[src/rtl/fetch_unit_if.sv]
// Fetch-stage bus bundle: imem request/response, fetch->decode buffer, execute redirect.
// Latency: n/a (wires only).
// Backpressure: id_ready throttles the fetch buffer; imem_gnt throttles requests.
// Ports (master = fetch_unit):
//   out: imem_req, imem_addr, if_valid, if_instr, if_pc, flush
//   in : imem_gnt, imem_rvalid, imem_rdata, id_ready, ex_valid, take_branch, branch_target
interface fetch_unit_if #(
  parameter int PC_W    = 16,
  parameter int INSTR_W = 16
) ();
  logic               ex_valid;
  logic               take_branch;
  logic [PC_W-1:0]    branch_target;
  logic               imem_req;
  logic [PC_W-1:0]    imem_addr;
  logic               imem_gnt;
  logic               imem_rvalid;
  logic [INSTR_W-1:0] imem_rdata;
  logic               if_valid;
  logic [INSTR_W-1:0] if_instr;
  logic [PC_W-1:0]    if_pc;
  logic               id_ready;
  logic               flush;

  modport master (
    input  ex_valid, take_branch, branch_target,
    output imem_req, imem_addr,
    input  imem_gnt, imem_rvalid, imem_rdata,
    output if_valid, if_instr, if_pc,
    input  id_ready,
    output flush
  );

  modport slave (
    output ex_valid, take_branch, branch_target,
    input  imem_req, imem_addr,
    output imem_gnt, imem_rvalid, imem_rdata,
    input  if_valid, if_instr, if_pc,
    output id_ready,
    input  flush
  );
endinterface

[src/rtl/fetch_unit.sv]
// Instruction fetch: holds PC, issues one imem read at a time, buffers one instruction.
// Latency: rvalid edge -> if_valid; zero-wait memory gives 1 instruction per 2 cycles.
// Backpressure: a new read issues only when the buffer is empty or draining (id_ready).
// Ports:
//   clk, rst : clock, synchronous active-high reset
//   bus      : fetch_unit_if.master (imem req/gnt/rvalid, if_* buffer, redirect, flush)
module fetch_unit #(
  parameter int              PC_W     = 16,
  parameter int              INSTR_W  = 16,
  parameter logic [PC_W-1:0] RESET_PC = '0
) (
  input  logic          clk,
  input  logic          rst,
  fetch_unit_if.master  bus
);

  typedef enum logic [1:0] {S_REQ, S_WAIT, S_DROP} state_e;

  state_e             state_q, state_d;
  logic [PC_W-1:0]    pc_q, pc_d;
  logic [PC_W-1:0]    issued_pc_q, issued_pc_d;
  logic               if_valid_q, if_valid_d;
  logic [INSTR_W-1:0] if_instr_q, if_instr_d;
  logic [PC_W-1:0]    if_pc_q, if_pc_d;
  logic               flush_q, flush_d;

  logic redirect;
  logic req;
  logic fire;

  assign redirect = bus.ex_valid & bus.take_branch;
  // Issuing while the buffer drains keeps the single-outstanding invariant:
  // the response can never land on a full buffer.
  assign req      = !rst && (state_q == S_REQ) && (!if_valid_q || bus.id_ready);
  assign fire     = req & bus.imem_gnt;

  assign bus.imem_req  = req;
  assign bus.imem_addr = pc_q;
  assign bus.if_valid  = if_valid_q;
  assign bus.if_instr  = if_instr_q;
  assign bus.if_pc     = if_pc_q;
  assign bus.flush     = flush_q;

  always_comb begin
    state_d     = state_q;
    pc_d        = pc_q;
    issued_pc_d = issued_pc_q;
    if_valid_d  = if_valid_q;
    if_instr_d  = if_instr_q;
    if_pc_d     = if_pc_q;
    flush_d     = 1'b0;

    if (if_valid_q && bus.id_ready) begin
      if_valid_d = 1'b0;
    end

    unique case (state_q)
      S_REQ: begin
        if (fire) begin
          issued_pc_d = pc_q;
          pc_d        = pc_q + PC_W'(1);
          state_d     = S_WAIT;
        end
      end
      S_WAIT: begin
        if (bus.imem_rvalid) begin
          if_instr_d = bus.imem_rdata;
          if_pc_d    = issued_pc_q;
          if_valid_d = 1'b1;
          state_d    = S_REQ;
        end
      end
      S_DROP: begin
        if (bus.imem_rvalid) begin
          state_d = S_REQ;
        end
      end
      default: state_d = S_REQ;
    endcase

    // Redirect wins over everything: new PC, empty buffer, and any read that
    // is granted or still in flight becomes stale and must be dropped.
    if (redirect) begin
      pc_d       = bus.branch_target;
      if_valid_d = 1'b0;
      if_instr_d = if_instr_q;
      if_pc_d    = if_pc_q;
      flush_d    = 1'b1;
      unique case (state_q)
        S_REQ:   state_d = fire ? S_DROP : S_REQ;
        S_WAIT,
        S_DROP:  state_d = bus.imem_rvalid ? S_REQ : S_DROP;
        default: state_d = S_REQ;
      endcase
    end
  end

  always_ff @(posedge clk) begin
    if (rst) begin
      state_q     <= S_REQ;
      pc_q        <= RESET_PC;
      issued_pc_q <= '0;
      if_valid_q  <= 1'b0;
      if_instr_q  <= '0;
      if_pc_q     <= '0;
      flush_q     <= 1'b0;
    end else begin
      state_q     <= state_d;
      pc_q        <= pc_d;
      issued_pc_q <= issued_pc_d;
      if_valid_q  <= if_valid_d;
      if_instr_q  <= if_instr_d;
      if_pc_q     <= if_pc_d;
      flush_q     <= flush_d;
    end
  end

endmodule

[src/flat_wrapper.sv]
// flat-port wrapper written by rule: the top's interface ports become plain ports
module fetch_unit_flat 
#(
  parameter int              PC_W     = 16,
  parameter int              INSTR_W  = 16,
  parameter logic [PC_W-1:0] RESET_PC = '0
)
  (clk, rst, bus_ex_valid, bus_take_branch, bus_branch_target, bus_imem_req, bus_imem_addr, bus_imem_gnt, bus_imem_rvalid, bus_imem_rdata, bus_if_valid, bus_if_instr, bus_if_pc, bus_id_ready, bus_flush);
  fetch_unit_if #(.PC_W(PC_W), .INSTR_W(INSTR_W)) bus_i ();
  input  logic clk;
  input  logic rst;
  input wire logic [$bits(bus_i.ex_valid)-1:0] bus_ex_valid;
  input wire logic [$bits(bus_i.take_branch)-1:0] bus_take_branch;
  input wire logic [$bits(bus_i.branch_target)-1:0] bus_branch_target;
  output wire logic [$bits(bus_i.imem_req)-1:0] bus_imem_req;
  output wire logic [$bits(bus_i.imem_addr)-1:0] bus_imem_addr;
  input wire logic [$bits(bus_i.imem_gnt)-1:0] bus_imem_gnt;
  input wire logic [$bits(bus_i.imem_rvalid)-1:0] bus_imem_rvalid;
  input wire logic [$bits(bus_i.imem_rdata)-1:0] bus_imem_rdata;
  output wire logic [$bits(bus_i.if_valid)-1:0] bus_if_valid;
  output wire logic [$bits(bus_i.if_instr)-1:0] bus_if_instr;
  output wire logic [$bits(bus_i.if_pc)-1:0] bus_if_pc;
  input wire logic [$bits(bus_i.id_ready)-1:0] bus_id_ready;
  output wire logic [$bits(bus_i.flush)-1:0] bus_flush;
  assign bus_i.ex_valid = bus_ex_valid;
  assign bus_i.take_branch = bus_take_branch;
  assign bus_i.branch_target = bus_branch_target;
  assign bus_imem_req = bus_i.imem_req;
  assign bus_imem_addr = bus_i.imem_addr;
  assign bus_i.imem_gnt = bus_imem_gnt;
  assign bus_i.imem_rvalid = bus_imem_rvalid;
  assign bus_i.imem_rdata = bus_imem_rdata;
  assign bus_if_valid = bus_i.if_valid;
  assign bus_if_instr = bus_i.if_instr;
  assign bus_if_pc = bus_i.if_pc;
  assign bus_i.id_ready = bus_id_ready;
  assign bus_flush = bus_i.flush;
  fetch_unit #(.PC_W(PC_W), .INSTR_W(INSTR_W), .RESET_PC(RESET_PC)) u_core (.clk(clk), .rst(rst), .bus(bus_i));
endmodule
[config.mk]
export PLATFORM = sky130hd
export DESIGN_NAME = fetch_unit_flat
export DESIGN_NICKNAME = d
export VERILOG_FILES = /design/src/rtl/fetch_unit_if.sv /design/src/rtl/fetch_unit.sv /design/src/flat_wrapper.sv
export SDC_FILE = /design/constraint.sdc
export NUM_CORES = 1
export LEC_CHECK = 0
export CAP_MARGIN = 5
export CELL_PAD_IN_SITES_DETAIL_PLACEMENT = 0
export CELL_PAD_IN_SITES_GLOBAL_PLACEMENT = 1
export CORE_MARGIN = 2
export CORE_UTILIZATION = 30
export CTS_BUF_LIST = sky130_fd_sc_hd__clkbuf_4
export CTS_CLUSTER_SIZE = 25
export DETAILED_ROUTE_END_ITERATION = 10
export MAX_ROUTING_LAYER = met4
export PLACE_DENSITY_LB_ADDON = 0.1
export SLEW_MARGIN = 10
export SYNTH_ARGS = -nofsm -noshare
export SYNTH_HDL_FRONTEND = slang
export SYNTH_SLANG_ARGS = --single-unit
[constraint.sdc]
create_clock -name clk -period 1.5 [get_ports clk]
set_input_delay 0.15 -clock clk [delete_from_list [all_inputs] [get_ports clk]]
set_output_delay 0.15 -clock clk [all_outputs]
set_load 0.02 [all_outputs]
=== Word-level counts from Yosys, hierarchy flattened ===
Index checks and enable logic that the tools add are counted.

* Flip-flop bits (word level): 68
* Logic and storage cells: 44
* Output and inout bits: 51
* Bits of input ports: 39

* Bitwise logic cells: 3
* Mux-type cells: 14
* Reduce and logical (&&, ||, !) cells: 15
* Equality and inequality tests: 4
* Add/sub/neg operators: 1

{| class="wikitable"
|+ Operators by type and width
! kind !! number
|-
| $mux 16 || 3
|-
| $add 16x1->16 const B || 1
|-
| $mux 2 || 5
|-
| $pmux 2 s2 || 2
|-
| $ne 3x1->1 const B || 2
|-
| $reduce_and 2->1 || 3
|-
| $mux 1 || 4
|-
| $reduce_bool 2->1 || 2
|-
| $reduce_or 2->1 || 2
|-
| $logic_and 1x1->1 || 3
|-
| $reduce_and 3->1 || 1
|-
| $and 1x1->1 || 2
|-
| $eq 2x1->1 const B || 1
|-
| $eq 2x2->1 const B || 1
|-
| $logic_not 1->1 || 2
|-
| $logic_not 2->1 || 1
|-
| $logic_or 1x1->1 || 1
|-
| $not 1->1 || 1
|}

=== Longest topological paths before layout ===
* Depth in word-level cells: 7
* Depth in mapped cells: 9
* Depth with buffers taken out: 6

=== Worst setup path after synthesis ===
No wires, ideal clock.

* Kind: register to register
* From: register u_core.pc_q[0], in the netlist u_core.bus.imem_addr[0]
* To: register u_core.pc_q[14], in the netlist u_core.bus.imem_addr[14]
* Arrival time: 1.680 ns
* Period minus slack after synthesis: 1.754 ns
* Cell stages (with the launch flop): 6
* Path buffers: 0
* Slack: -0.254 ns
* Setup time: 0.074 ns
* Data required time: 1.426 ns
* Cells stage by stage: dfxtp_1 ha_1 and2_1 nand4_4 or4_1 a31oi_1

* Longest elaborated chain between the ends: 4

{| class="wikitable"
|+ RTL lines
! what !! line !! source
|-
| start, declared || fetch_unit.sv:20 || <nowiki>logic [PC_W-1:0] pc_q, pc_d;</nowiki>
|-
| start signal, assigned || fetch_unit.sv:109 || <nowiki>pc_q <= pc_d;</nowiki>
|-
| $add 16x1->16 || fetch_unit.sv:61 || <nowiki>pc_d = pc_q + PC_W'(1);</nowiki>
|-
| $mux 16 || fetch_unit.sv:59 || <nowiki>if (fire) begin</nowiki>
|-
| $mux 16 || fetch_unit.sv:57 || <nowiki>unique case (state_q)</nowiki>
|-
| $mux 16 || fetch_unit.sv:83 || <nowiki>if (redirect) begin</nowiki>
|}

No other way between the ends. The select of a mux whose other input is x is not followed.
A chain may end at the register's enable or synchronous reset.

=== Final worst setup path ===
* From: register u_core.state_q[1]
* To: output port bus_imem_req

* Longest elaborated chain between the ends: 3

{| class="wikitable"
|+ RTL lines
! what !! line !! source
|-
| start, declared || fetch_unit.sv:19 || <nowiki>state_e state_q, state_d;</nowiki>
|-
| start signal, assigned || fetch_unit.sv:108 || <nowiki>state_q <= state_d;</nowiki>
|-
| $logic_not 2->1 || fetch_unit.sv:34 || <nowiki>assign req = !rst && (state_q == S_REQ) && (!if_valid_q || bus.id_ready);</nowiki>
|-
| $logic_and 1x1->1 (2 in a row) || fetch_unit.sv:34 ||
|-
| end, declared || flat_wrapper.sv:15 || <nowiki>output wire logic [$bits(bus_i.imem_req)-1:0] bus_imem_req;</nowiki>
|}

No other way between the ends.

==> impl_summary.txt <==
----------------------------------------------------
[Status]
  Failing checks ... setup timing
  Run status ... complete, but fails checks

[Timing]
  Number of pins with negative max-slew slack in the final report ... 0
  Final setup fails ... 21
  Final critical-path setup slack ... -0.154 ns
  RSZ-0062 raised after global routing ... yes
  Setup clock skew after layout ... 0.0117 ns
  Max frequency ... 605 MHz
  Slew of the pin with the lowest slew margin ... 0.457 ns
  Post-route fraction of the period consumed by the critical path ... 110%
  Worst slew margin relative to its limit ... 69.6%
  Fin crit period ... 1.65 ns
  Hold violation count in the final report ... 0
  Final-layout worst hold slack ... 0.274 ns

[Power]
  Areal power density over the cells ... 902 nW/µm²
  Overall power ... 3.94 mW
  Static leakage ... 1.93 nW
  Worst vdd rail ir drop ... 430 µV

[Cells and area]
  Commonest cells after routing, fill and taps aside ... 83 x sky130_fd_sc_hd__nand2_1, 60 x sky130_fd_sc_hd__dfxtp_1, 50 x sky130_fd_sc_hd__dlygate4sd2_1
  Post-layout net count ... 506
  Antenna diode count ... 0
  Layout cell share with drive strength beyond 1 ... 22.4%
  Non-Filler Instances ... 576
  Synthesis-to-layout area growth ... 60.1%
  Filler cell count ... 899
  Commonest non-fill, non-tap cell in the layout ... sky130_fd_sc_hd__nand2_1

[Global routing]
  Initial antenna violation count ... 0
  Vias in the first global route ... 2720
  Maximum number of pins on one net before global-route repair ... 41
  Total global-route track usage ... 17.0%
  Wire length of the first global-routing pass ... 13.2 mm
  Overall overflow remaining after global route ... 0

[Worst setup path]
  Critical path arrival ... 1.50 ns
  Crit path launch type ... flop
  Critical path class ... flop to primary output
  Cell depth of the worst flop-to-flop path ... 8
  Critical Path End Type ... primary output
  Launch point of the critical path ... u_core.state_q[1]
  Reg2reg start ... u_core.state_q[1]
  Worst Path Max Fanout ... 6
  Crit path required time ... 1.35 ns

[Routing]
  Average wire per standard cell ... 14.0 µm
  Initial DRT Pass Iterations ... 4
  Number of nets still failing antenna checks after routing ... 0
  DR iter-0 viols ... 60
  Post-Route WL ... 8.07 mm
  Vias ... 2744
  Drt drc ... 0
  Avg Vias per Cell ... 4.76

[Logic synthesis]
  Count of flip-flops with a built-in enable after synthesis ... 0
  Total standard cell area after synthesis ... 2730 µm²
  Async set or reset register ratio after synthesis ... 0%
  Number of warnings reported in the yosys synthesis log ... 0
  Post-synthesis area per instance ... 7.98 µm²
  Portion of the post-synthesis area used by sequential elements ... 49.9%
  Syn_nets ... 385
  Syn Inst Count ... 342
  Post-synthesis sequential element count ... 68
  Main synth FF type ... sky130_fd_sc_hd__dfxtp_1
  Synth cell types ... 31

[CTS]
  CTS Root Cell ... sky130_fd_sc_hd__clkbuf_4
  Clock transition at the register clock pins on the worst setup and hold paths after CTS ... 0.13 ns
  Number of buffers inserted during clock tree synthesis ... 9
  Number of H-tree levels ... 3
  Clock tree from TritonCTS ... built
  CTS Buffer Depth ... 2
  Hold-fix buffers at CTS ... 0
  Clock network latency to the later pin of the worst-skew pair ... 0.41 ns
  Number of sinks driven by the clock tree ... 68

[Floorplan]
  Die Ht ... 99.4 µm
  # IOs ... 90
  Placeable core region ... 8760 µm²
  Number of placement rows ... 34
  Initial core utilization ... 31.2%
  Die Footprint ... 9880 µm²
  Die boundary width ... 99.4 µm

[Job]
  MaxCap Viol Count ... 0

[Place]
  Last weighted congestion value of the routability-driven placer ... 0.818
  Number of placed cells counting well taps ... 553
  Placement Setup Slack ... -0.310 ns
  Number of port buffers ... 89
  HPWL after DPL ... 5.26 mm

[Min path]
  Start point of the worst min-delay path ... bus_imem_rdata[2]
  Hold Path Stages ... 3
  Hold/Removal Path Class ... primary input to flop

----------------------------------------------------
path summary, 6_finish.rpt:
| kind | slack (ns) | end |
|---|---|---|
| worst max-delay path | -0.15 | bus_imem_req |
| worst min-delay path | 0.27 | u_core.bus.if_instr[2] |
| worst max register to register | -0.15 | u_core.bus.imem_addr[7] |
| worst min register to register | 0.46 | u_core.bus.if_pc[11] |
cell usage after synthesis (4+ instances only):
| master | n | share of area (%) |
|---|---|---|
| sky130_fd_sc_hd__a21oi_1 | 37 | 6.8 |
| sky130_fd_sc_hd__nand4_1 | 5 | 1.1 |
| sky130_fd_sc_hd__ha_1 | 4 | 1.8 |
| sky130_fd_sc_hd__nand2_1 | 100 | 14 |
| sky130_fd_sc_hd__a31oi_1 | 11 | 2.5 |
| sky130_fd_sc_hd__dfxtp_1 | 68 | 50 |
| sky130_fd_sc_hd__nand3_1 | 19 | 3.5 |
| sky130_fd_sc_hd__clkbuf_1 | 17 | 2.3 |
| sky130_fd_sc_hd__o21ai_0 | 26 | 4.8 |
| sky130_fd_sc_hd__or3_1 | 6 | 1.4 |
| sky130_fd_sc_hd__inv_1 | 6 | 0.82 |
| sky130_fd_sc_hd__nor2_1 | 8 | 1.1 |
| sky130_fd_sc_hd__buf_2 | 5 | 0.92 |
through the flow:
step / area, µm² / utilization [%] / TNS (ns)
2_1_floorplan: 2780 / - / -0.145
3_3_place_gp: 4020 / 45.8 / -7.20
3_5_place_dp: 4020 / 45.8 / -7.72
4_1_cts: 4300 / 49.1 / -1.80
5_1_grt: 4370 / 49.9 / -3.51
6_report: 4370 / 49.9 / -1.46
registers in the layout, indices dropped and copies added, names as in the netlist:
register and count:
u_core.bus.flush 1, u_core.bus.imem_addr 16, u_core.bus.if_instr 16, u_core.bus.if_valid 1
u_core.issued_pc_q 16, u_core.bus.if_pc 16, u_core.state_q 2
layout make-up:
| type | count | area [µm²] | area share, % |
|---|---|---|---|
| flip-flops and latches | 68 | 1380 | 31.6 |
| multi-input cells | 247 | 1430 | 32.7 |
| inverters | 6 | 22.5 | 0.515 |
| clock inverters | 7 | 98.8 | 2.26 |
| well taps | 108 | 135 | 3.09 |
| repair buffers | 131 | 1230 | 28.3 |
| clock buffers | 9 | 67.6 | 1.55 |
timing repair:
action,CTS,global route
endpoints found under the setup margin,83,30
gates resized for setup,82,22
cloned,3,0
buffers inserted,3,2
pin swaps,24,8
power breakdown:
group / switching [mW] / internal, mW / total (mW)
clock: 0.714 / 0.684 / 1.40
combinational: 0.308 / 0.312 / 0.620
sequential: 0.0524 / 1.87 / 1.92
metal layers:
layer	track usage, %	wire, µm
met3	3.37	417
met4	5.27	63
met1	22.6	4010
met5	-	0
met2	26.3	3580
kinds of logic (layout without fill, tap and decap cells):
logic type               Yosys count  after routing  synth area share [%]
adder cells (fa/ha/maj)            4              4                  1.83
buffers and inverters             28            153                  4.08
XOR/XNOR                           4              4                  1.28
AO/OA/AOI/OAI                     82             82                  16.5
flip-flops                        68             68                  49.9
AND/OR/NAND/NOR                  156            157                  26.4
worst max-delay path: stages, from the launching register on:
cell and delay (ns):
sky130_fd_sc_hd__dfxtp_2 0.36, sky130_fd_sc_hd__inv_2 0.05, sky130_fd_sc_hd__ha_4 0.15, sky130_fd_sc_hd__nor2b_4 0.12, sky130_fd_sc_hd__buf_6 0.12, sky130_fd_sc_hd__and2_1 0.17, sky130_fd_sc_hd__buf_6 0.13
(Power assumes the default switching activity.)
